### src/rtl/mmio_uart_tx_pkg.sv
// Shared constants and state type for the memory-mapped UART transmitter.
package mmio_pkg;

  localparam logic [31:0] TX_ADDR_DEFAULT          = 32'hFFFF_0000;
  localparam logic [31:0] CTRL_ADDR_DEFAULT        = 32'hFFFF_0004;
  localparam int          CLKS_PER_BIT_100M_115200 = 868;

  typedef enum logic [1:0] {
    IDLE,
    START,
    DATA,
    STOP
  } uart_tx_state_t;

endpackage

### src/rtl/mmio_uart_tx_if.sv
// Core store-path snoop bundle: ALU address, store data and store strobe.
interface mmio_uart_tx_if;
  logic [31:0] addr;
  logic [31:0] wdata;
  logic        mem_write;

  modport master (output addr, output wdata, output mem_write);
  modport slave  (input addr, input wdata, input mem_write);
endinterface

### src/rtl/mmio_uart_tx_sync_fifo.sv
// First-word-fall-through FIFO; a push into a full FIFO is accepted only alongside a pop.
module sync_fifo #(
  parameter int WIDTH = 8,
  parameter int DEPTH = 16
) (
  input  logic                     clk,
  input  logic                     reset,
  input  logic                     push,
  input  logic                     pop,
  input  logic [WIDTH-1:0]         wdata,
  output logic [WIDTH-1:0]         rdata,
  output logic                     full,
  output logic                     empty,
  output logic [$clog2(DEPTH):0]   level
);
  localparam int AW = $clog2(DEPTH);

  logic [AW:0]      wptr, rptr;
  logic [WIDTH-1:0] mem [DEPTH];
  logic             wr_en, rd_en;

  // Extra pointer MSB tells full (MSBs differ) from empty (MSBs equal).
  assign empty = (wptr == rptr);
  assign full  = (wptr[AW] != rptr[AW]) && (wptr[AW-1:0] == rptr[AW-1:0]);
  assign level = wptr - rptr;
  assign rdata = mem[rptr[AW-1:0]];
  assign wr_en = push && (!full || pop);
  assign rd_en = pop && !empty;

  always_ff @(posedge clk or negedge reset) begin
    if (!reset) begin
      wptr <= '0;
      rptr <= '0;
    end else begin
      if (wr_en) wptr <= wptr + 1'b1;
      if (rd_en) rptr <= rptr + 1'b1;
    end
  end

  always_ff @(posedge clk) begin
    if (wr_en) mem[wptr[AW-1:0]] <= wdata;
  end
endmodule

### src/rtl/mmio_uart_tx.sv
// Snoops core stores, queues bytes written to TX_ADDR and sends them as 8N1 frames.
module mmio_uart_tx
  import mmio_pkg::*;
#(
  parameter int          CLKS_PER_BIT = CLKS_PER_BIT_100M_115200,
  parameter int          FIFO_DEPTH   = 16,
  parameter logic [31:0] TX_ADDR      = TX_ADDR_DEFAULT,
  parameter logic [31:0] CTRL_ADDR    = CTRL_ADDR_DEFAULT
) (
  input  logic                          clk,
  input  logic                          reset,
  mmio_uart_tx_if.slave                 bus,
  output logic                          tx,
  output logic                          tx_busy,
  output logic [$clog2(FIFO_DEPTH):0]   fifo_level,
  output logic                          overflow,
  output logic [7:0]                    drop_count
);
  localparam int CW = $clog2(CLKS_PER_BIT);
  localparam logic [CW-1:0] CNT_LAST = CW'(CLKS_PER_BIT - 1);

  uart_tx_state_t state_q, state_d;
  logic [CW-1:0]  cnt_q, cnt_d;
  logic [2:0]     bit_q, bit_d;
  logic [7:0]     shift_q, shift_d;
  logic           tx_q, tx_d;
  logic           push, ctrl_clear, pop, drop, bit_end;
  logic           fifo_full, fifo_empty;
  logic [7:0]     fifo_rdata;
  logic           unused_wdata_hi;

  function automatic logic [7:0] sat_inc(input logic [7:0] v);
    return (v == 8'hFF) ? v : v + 8'd1;
  endfunction

  assign push            = bus.mem_write && (bus.addr == TX_ADDR);
  assign ctrl_clear      = bus.mem_write && (bus.addr == CTRL_ADDR) && bus.wdata[0];
  assign drop            = push && fifo_full && !pop;
  assign unused_wdata_hi = ^bus.wdata[31:8];

  sync_fifo #(.WIDTH(8), .DEPTH(FIFO_DEPTH)) u_fifo (
    .clk   (clk),
    .reset (reset),
    .push  (push),
    .pop   (pop),
    .wdata (bus.wdata[7:0]),
    .rdata (fifo_rdata),
    .full  (fifo_full),
    .empty (fifo_empty),
    .level (fifo_level)
  );

  assign bit_end = (cnt_q == CNT_LAST);

  always_comb begin
    state_d = state_q;
    cnt_d   = cnt_q;
    bit_d   = bit_q;
    shift_d = shift_q;
    tx_d    = tx_q;
    pop     = 1'b0;
    case (state_q)
      IDLE: begin
        tx_d = 1'b1;
        if (!fifo_empty) begin
          pop     = 1'b1;
          shift_d = fifo_rdata;
          cnt_d   = '0;
          tx_d    = 1'b0;
          state_d = START;
        end
      end
      START: begin
        if (bit_end) begin
          cnt_d   = '0;
          bit_d   = 3'd0;
          tx_d    = shift_q[0];
          state_d = DATA;
        end else begin
          cnt_d = cnt_q + 1'b1;
        end
      end
      DATA: begin
        if (bit_end) begin
          cnt_d = '0;
          if (bit_q == 3'd7) begin
            tx_d    = 1'b1;
            state_d = STOP;
          end else begin
            bit_d   = bit_q + 3'd1;
            shift_d = shift_q >> 1;
            tx_d    = shift_q[1];
          end
        end else begin
          cnt_d = cnt_q + 1'b1;
        end
      end
      STOP: begin
        if (bit_end) begin
          cnt_d = '0;
          // Chain straight into the next start bit when more data is waiting.
          if (!fifo_empty) begin
            pop     = 1'b1;
            shift_d = fifo_rdata;
            tx_d    = 1'b0;
            state_d = START;
          end else begin
            state_d = IDLE;
          end
        end else begin
          cnt_d = cnt_q + 1'b1;
        end
      end
      default: begin
        tx_d    = 1'b1;
        state_d = IDLE;
      end
    endcase
  end

  always_ff @(posedge clk or negedge reset) begin
    if (!reset) begin
      state_q <= IDLE;
      cnt_q   <= '0;
      bit_q   <= 3'd0;
      tx_q    <= 1'b1;
    end else begin
      state_q <= state_d;
      cnt_q   <= cnt_d;
      bit_q   <= bit_d;
      tx_q    <= tx_d;
    end
  end

  always_ff @(posedge clk) begin
    shift_q <= shift_d;
  end

  // A drop outranks a simultaneous clear so the loss is never hidden.
  always_ff @(posedge clk or negedge reset) begin
    if (!reset) begin
      overflow   <= 1'b0;
      drop_count <= 8'd0;
    end else if (drop) begin
      overflow   <= 1'b1;
      drop_count <= ctrl_clear ? 8'd1 : sat_inc(drop_count);
    end else if (ctrl_clear) begin
      overflow   <= 1'b0;
      drop_count <= 8'd0;
    end
  end

  assign tx      = tx_q;
  assign tx_busy = (state_q != IDLE) || (fifo_level != '0);
endmodule

### src/flat_wrapper.sv
// flat-port wrapper written by rule: the top's interface ports become plain ports
module mmio_uart_tx_flat import mmio_pkg::*;
#(
  parameter int          CLKS_PER_BIT = CLKS_PER_BIT_100M_115200,
  parameter int          FIFO_DEPTH   = 16,
  parameter logic [31:0] TX_ADDR      = TX_ADDR_DEFAULT,
  parameter logic [31:0] CTRL_ADDR    = CTRL_ADDR_DEFAULT
)
  (clk, reset, tx, tx_busy, fifo_level, overflow, drop_count, bus_addr, bus_wdata, bus_mem_write);
  mmio_uart_tx_if bus_i ();
  input  logic clk;
  input  logic reset;
  output logic tx;
  output logic tx_busy;
  output logic [$clog2(FIFO_DEPTH):0] fifo_level;
  output logic overflow;
  output logic [7:0] drop_count;
  input wire logic [$bits(bus_i.addr)-1:0] bus_addr;
  input wire logic [$bits(bus_i.wdata)-1:0] bus_wdata;
  input wire logic [$bits(bus_i.mem_write)-1:0] bus_mem_write;
  assign bus_i.addr = bus_addr;
  assign bus_i.wdata = bus_wdata;
  assign bus_i.mem_write = bus_mem_write;
  mmio_uart_tx #(.CLKS_PER_BIT(CLKS_PER_BIT), .FIFO_DEPTH(FIFO_DEPTH), .TX_ADDR(TX_ADDR), .CTRL_ADDR(CTRL_ADDR)) u_core (.clk(clk), .reset(reset), .bus(bus_i), .tx(tx), .tx_busy(tx_busy), .fifo_level(fifo_level), .overflow(overflow), .drop_count(drop_count));
endmodule
### config.mk
export PLATFORM = sky130hd
export DESIGN_NAME = mmio_uart_tx_flat
export DESIGN_NICKNAME = d
export VERILOG_FILES = /design/src/rtl/mmio_uart_tx_pkg.sv /design/src/rtl/mmio_uart_tx_if.sv /design/src/rtl/mmio_uart_tx_sync_fifo.sv /design/src/rtl/mmio_uart_tx.sv /design/src/flat_wrapper.sv
export SDC_FILE = /design/constraint.sdc
export NUM_CORES = 1
export LEC_CHECK = 0
export BUFFER_PORTS_ARGS = -buffer_cell sky130_fd_sc_hd__buf_2
export CAP_MARGIN = 20
export CELL_PAD_IN_SITES_DETAIL_PLACEMENT = 1
export CELL_PAD_IN_SITES_GLOBAL_PLACEMENT = 2
export CORE_ASPECT_RATIO = 0.8
export CORE_MARGIN = 1.5
export CORE_UTILIZATION = 45
export DETAILED_ROUTE_END_ITERATION = 7
export PLACE_DENSITY_LB_ADDON = 0.2
export SLEW_MARGIN = 20
export SYNTH_ARGS = -nofsm -noshare
export SYNTH_HDL_FRONTEND = slang
export SYNTH_HIERARCHICAL = 1
export SYNTH_SLANG_ARGS = --single-unit
### constraint.sdc
create_clock -name clk -period 11.17 [get_ports clk]
set_input_delay 1.117 -clock clk [delete_from_list [all_inputs] [get_ports clk]]
set_output_delay 1.117 -clock clk [all_outputs]
set_load 0.005 [all_outputs]
==> impl_metrics.csv <==
group,metric,value,unit
power_and_ir_drop,ir_worst_vdd,0.0917,mV
global_routing,grt_pass1_vias,4917,
timing,period_needed,4.38,ns
detailed_routing,drtPass1Iterations,4,
setup_path,start_kind,"flip-flop",
placement,dpl.hpwl,11.9,mm
floorplan,boundaryPins,83,
floorplan,die_x,149,microns
synth,syn_area,7680,sq um
clock_tree,clock_latency,0.43,ns
clock_tree,ctsHoldBuffers,0,
global_routing,grt_max_degree,44,
setup_path,cp.arrival,4.43,ns
global_routing,antenna_found_initial,0,
synth,ys_warn_count,6,
clock_tree,clk_pin_slew,0.07,ns
timing,timing.setup.tns,0,ns
flow_run,maxCapViolCount,0,
synth,async_flop_share,20.5,%
timing,tightest_slew,0.996,ns
timing,final-setup-viol-count,0,
synth,synth_seq_cells,171,
setup_path,reg2reg_from,"u_core/u_fifo/rptr[1]",
layout,area_growth,14.0,%
clock_tree,clockBufferDepth,2,
detailed_routing,wl,17.7,mm
timing,whs,0.489,ns
timing,timing.fmax,228,MHz
timing,rsz0062_at_grt,"false",
outcome,status,"finished, final reports clean",
setup_path,endpoint_kind,"flip-flop",
synth,syn_avg_cell_area,15.1,sq um
synth,syn-num-nets,596,
detailed_routing,vias,4628,
timing,drv_slew,0,
global_routing,grt_pass1_wl,28.1,mm
clock_tree,cts.sinks,171,
clock_tree,cts-root-buf,"clkbuf_16",
floorplan,dieArea,17900,sq um
setup_path,critPathBufInv,2,
clock_tree,htreeDepth,4,
detailed_routing,drtIter0Drc,267,
power_and_ir_drop,leakage,3.20,nW
detailed_routing,avgRoutedWirePerCell,22.0,microns
setup_path,r2r_end,"u_core/u_fifo/mem[14][6]",
layout,final_area,8760,sq um
synth,seq_area_frac_synth,64.6,%
placement,gp_congestion,0.728,
hold_path,whs_path_depth,1,
clock_tree,cts_tree,"built",
synth,syn_inst,509,
hold_path,hold_class,"flip-flop to flip-flop",
timing,maxSlewHeadroom,33.3,%
hold_path,hold_path.startpoint,"u_core/cnt_q[9]",
global_routing,gr-total-overflow,0,
synth,ys_types,59,
setup_path,path_cells,"buf_4 > inv_1 > ha_1 > and4_1 > and2_1 > or2_2 > nor2_1 > o31a_1 > nand2_1 > nor2_1",
setup_path,crit_family,"simple AND/OR/NAND/NOR gates",
setup_path,worst_path_max_delay_cell,"nor2_1",
clock_tree,cts_resized,0,
placement,dp_slack,6.71,ns
floorplan,num_rows,42,
timing,final_hold_viol_count,0,
timing,finalWorstSetupSlack,6.79,ns
power_and_ir_drop,finalPower,1.32,mW
layout,drive_gt1_share,22.3,%
setup_path,cpPeakStageDelay,0.78,ns
setup_path,worstPathRequired,11.22,ns
clock_tree,cts-buffers-inserted,17,
timing,fin_crit_sh,39.2,%
detailed_routing,postRouteAntennaNets,0,
power_and_ir_drop,power_density,151,nW/um^2
floorplan,die_y,120,microns
timing,skew,0.0114,ns
setup_path,cp_max_fo,43,
detailed_routing,vias_per_cell,5.77,
placement,placed_area,8150,sq um
setup_path,critPathKind,"flip-flop to flip-flop",
global_routing,grt_util_all_layers,21.6,%
clock_tree,cts_setup_buffers,0,
setup_path,reg2reg_setup_slack,6.79,ns
setup_path,path_depth,10,
synth,synth-main-ff-cell,"edfxtp_1",
floorplan,core_area,16600,sq um
hold_path,worstHoldEndpoint,"u_core/cnt_q[9]",
setup_path,r2r_cells,10,
placement,io_buffers,58,
setup_path,startpoint,"u_core/u_fifo/rptr[1]",
layout,antenna_cells,0,
detailed_routing,drc_errors,0,
setup_path,path_common_cell,"nor2_1",
synth,synth_edf_count,136,
floorplan,initial_utilization,46.3,%
layout,nNetsFinal,657,
Yosys cell counts (8+ instances only):
cell | instances | area (sq um)
edfxtp_1 | 136 | 4080
a22o_1 | 11 | 96.3
ha_1 | 19 | 238
nand4_1 | 11 | 68.8
a21oi_1 | 16 | 80.1
dfrtp_1 | 34 | 851
o21ai_1 | 8 | 40.0
clkbuf_1 | 11 | 41.3
mux4_2 | 17 | 383
o21ai_0 | 23 | 115
a32oi_1 | 9 | 78.8
nand2_1 | 26 | 97.6
mux2i_1 | 27 | 270
xnor2_1 | 10 | 87.6
nor2_1 | 28 | 105
a22oi_1 | 8 | 60.1
nand3_1 | 10 | 50.1
inv_1 | 16 | 60.1
cells by family (layout without fill, tap and decap cells):
kind of cell	count (synthesis)	count (layout)	synth area share, %
flip-flops	171	171	64.6
AND/OR/NAND/NOR	115	115	8.05
AO/OA/AOI/OAI	99	99	8.81
multiplexers	52	52	11.0
buffers and inverters	39	112	2.69
adder cells (fa/ha/maj)	20	20	3.36
XOR/XNOR	13	13	1.48
state kept, by name (all words and copies together), names as in the netlist:
signal,cells
u_core/bit_q,3
u_core/shift_q,8
u_core/overflow,1
u_core/cnt_q,10
u_core/state_q,2
u_core/u_fifo/mem,128
u_core/u_fifo/wptr,5
u_core/drop_count,8
u_core/u_fifo/rptr,5
u_core/tx,1
metal layers:
metal	up-vias	global-route usage [%]	wire (microns)
met4	0	7.12	166
met3	8	4.14	736
met2	86	32.8	8240
met5	-	0	0
met1	2423	31.4	8510
li1	2111	-	-
final cells by class:
cell class | instances | area, sq um
multi-input cells | 299 | 2510
clock buffers | 17 | 425
well taps | 220 | 275
flip-flops and latches | 171 | 4960
clock inverters | 14 | 184
repair buffers | 64 | 335
inverters | 17 | 63.8
fillers | 1657 | 7850
worst reg2reg max path, delay by kind of cell, from the launching register on:
family                     cells  cell delay (ns)
AOI/OAI and AO/OA              1             0.41
and+or+nand+nor                6             2.12
adders and majority gates      1             0.37
DFF                            1             0.35
buffers and inverters          2             0.74
per-stage QoR:
step,std cells,util (%)
6_report,802,52.8
5_1_grt,802,52.8
4_1_cts,802,52.8
3_5_place_dp,771,49.1
3_3_place_gp,771,49.1
2_1_floorplan,509,-
layout by cell type, fill, tap and decap left out, types with 11 or more instances in the layout:
cell type and instances:
mux2i_1 27, a21oi_1 16, nor2_1 28, mux4_2 17, dfrtp_1 33, clkbuf_16 17, edfxtp_1 136, buf_2 58
a22o_1 11, o21ai_0 23, inv_1 16, nand2_1 26, ha_1 19, nand4_1 11
how the worst max path moves through the flow:
stage | endpoint | slack, ns
2_1_floorplan | u_core/u_fifo/mem[0][0] | 7.59
3_3_place_gp | u_core/u_fifo/mem[12][6] | 6.88
3_5_place_dp | u_core/u_fifo/mem[14][3] | 6.71
4_1_cts | u_core/u_fifo/mem[14][3] | 6.70
5_1_grt | u_core/u_fifo/mem[12][6] | 6.53
6_report | u_core/u_fifo/mem[14][6] | 6.79
report_power, final:
part           switching [mW]  internal [mW]
Sequential     0.000000000469          0.687
Combinational          0.0126        0.00557
Clock                   0.258          0.357
Note: power is estimated with default switching activity, not from simulation.
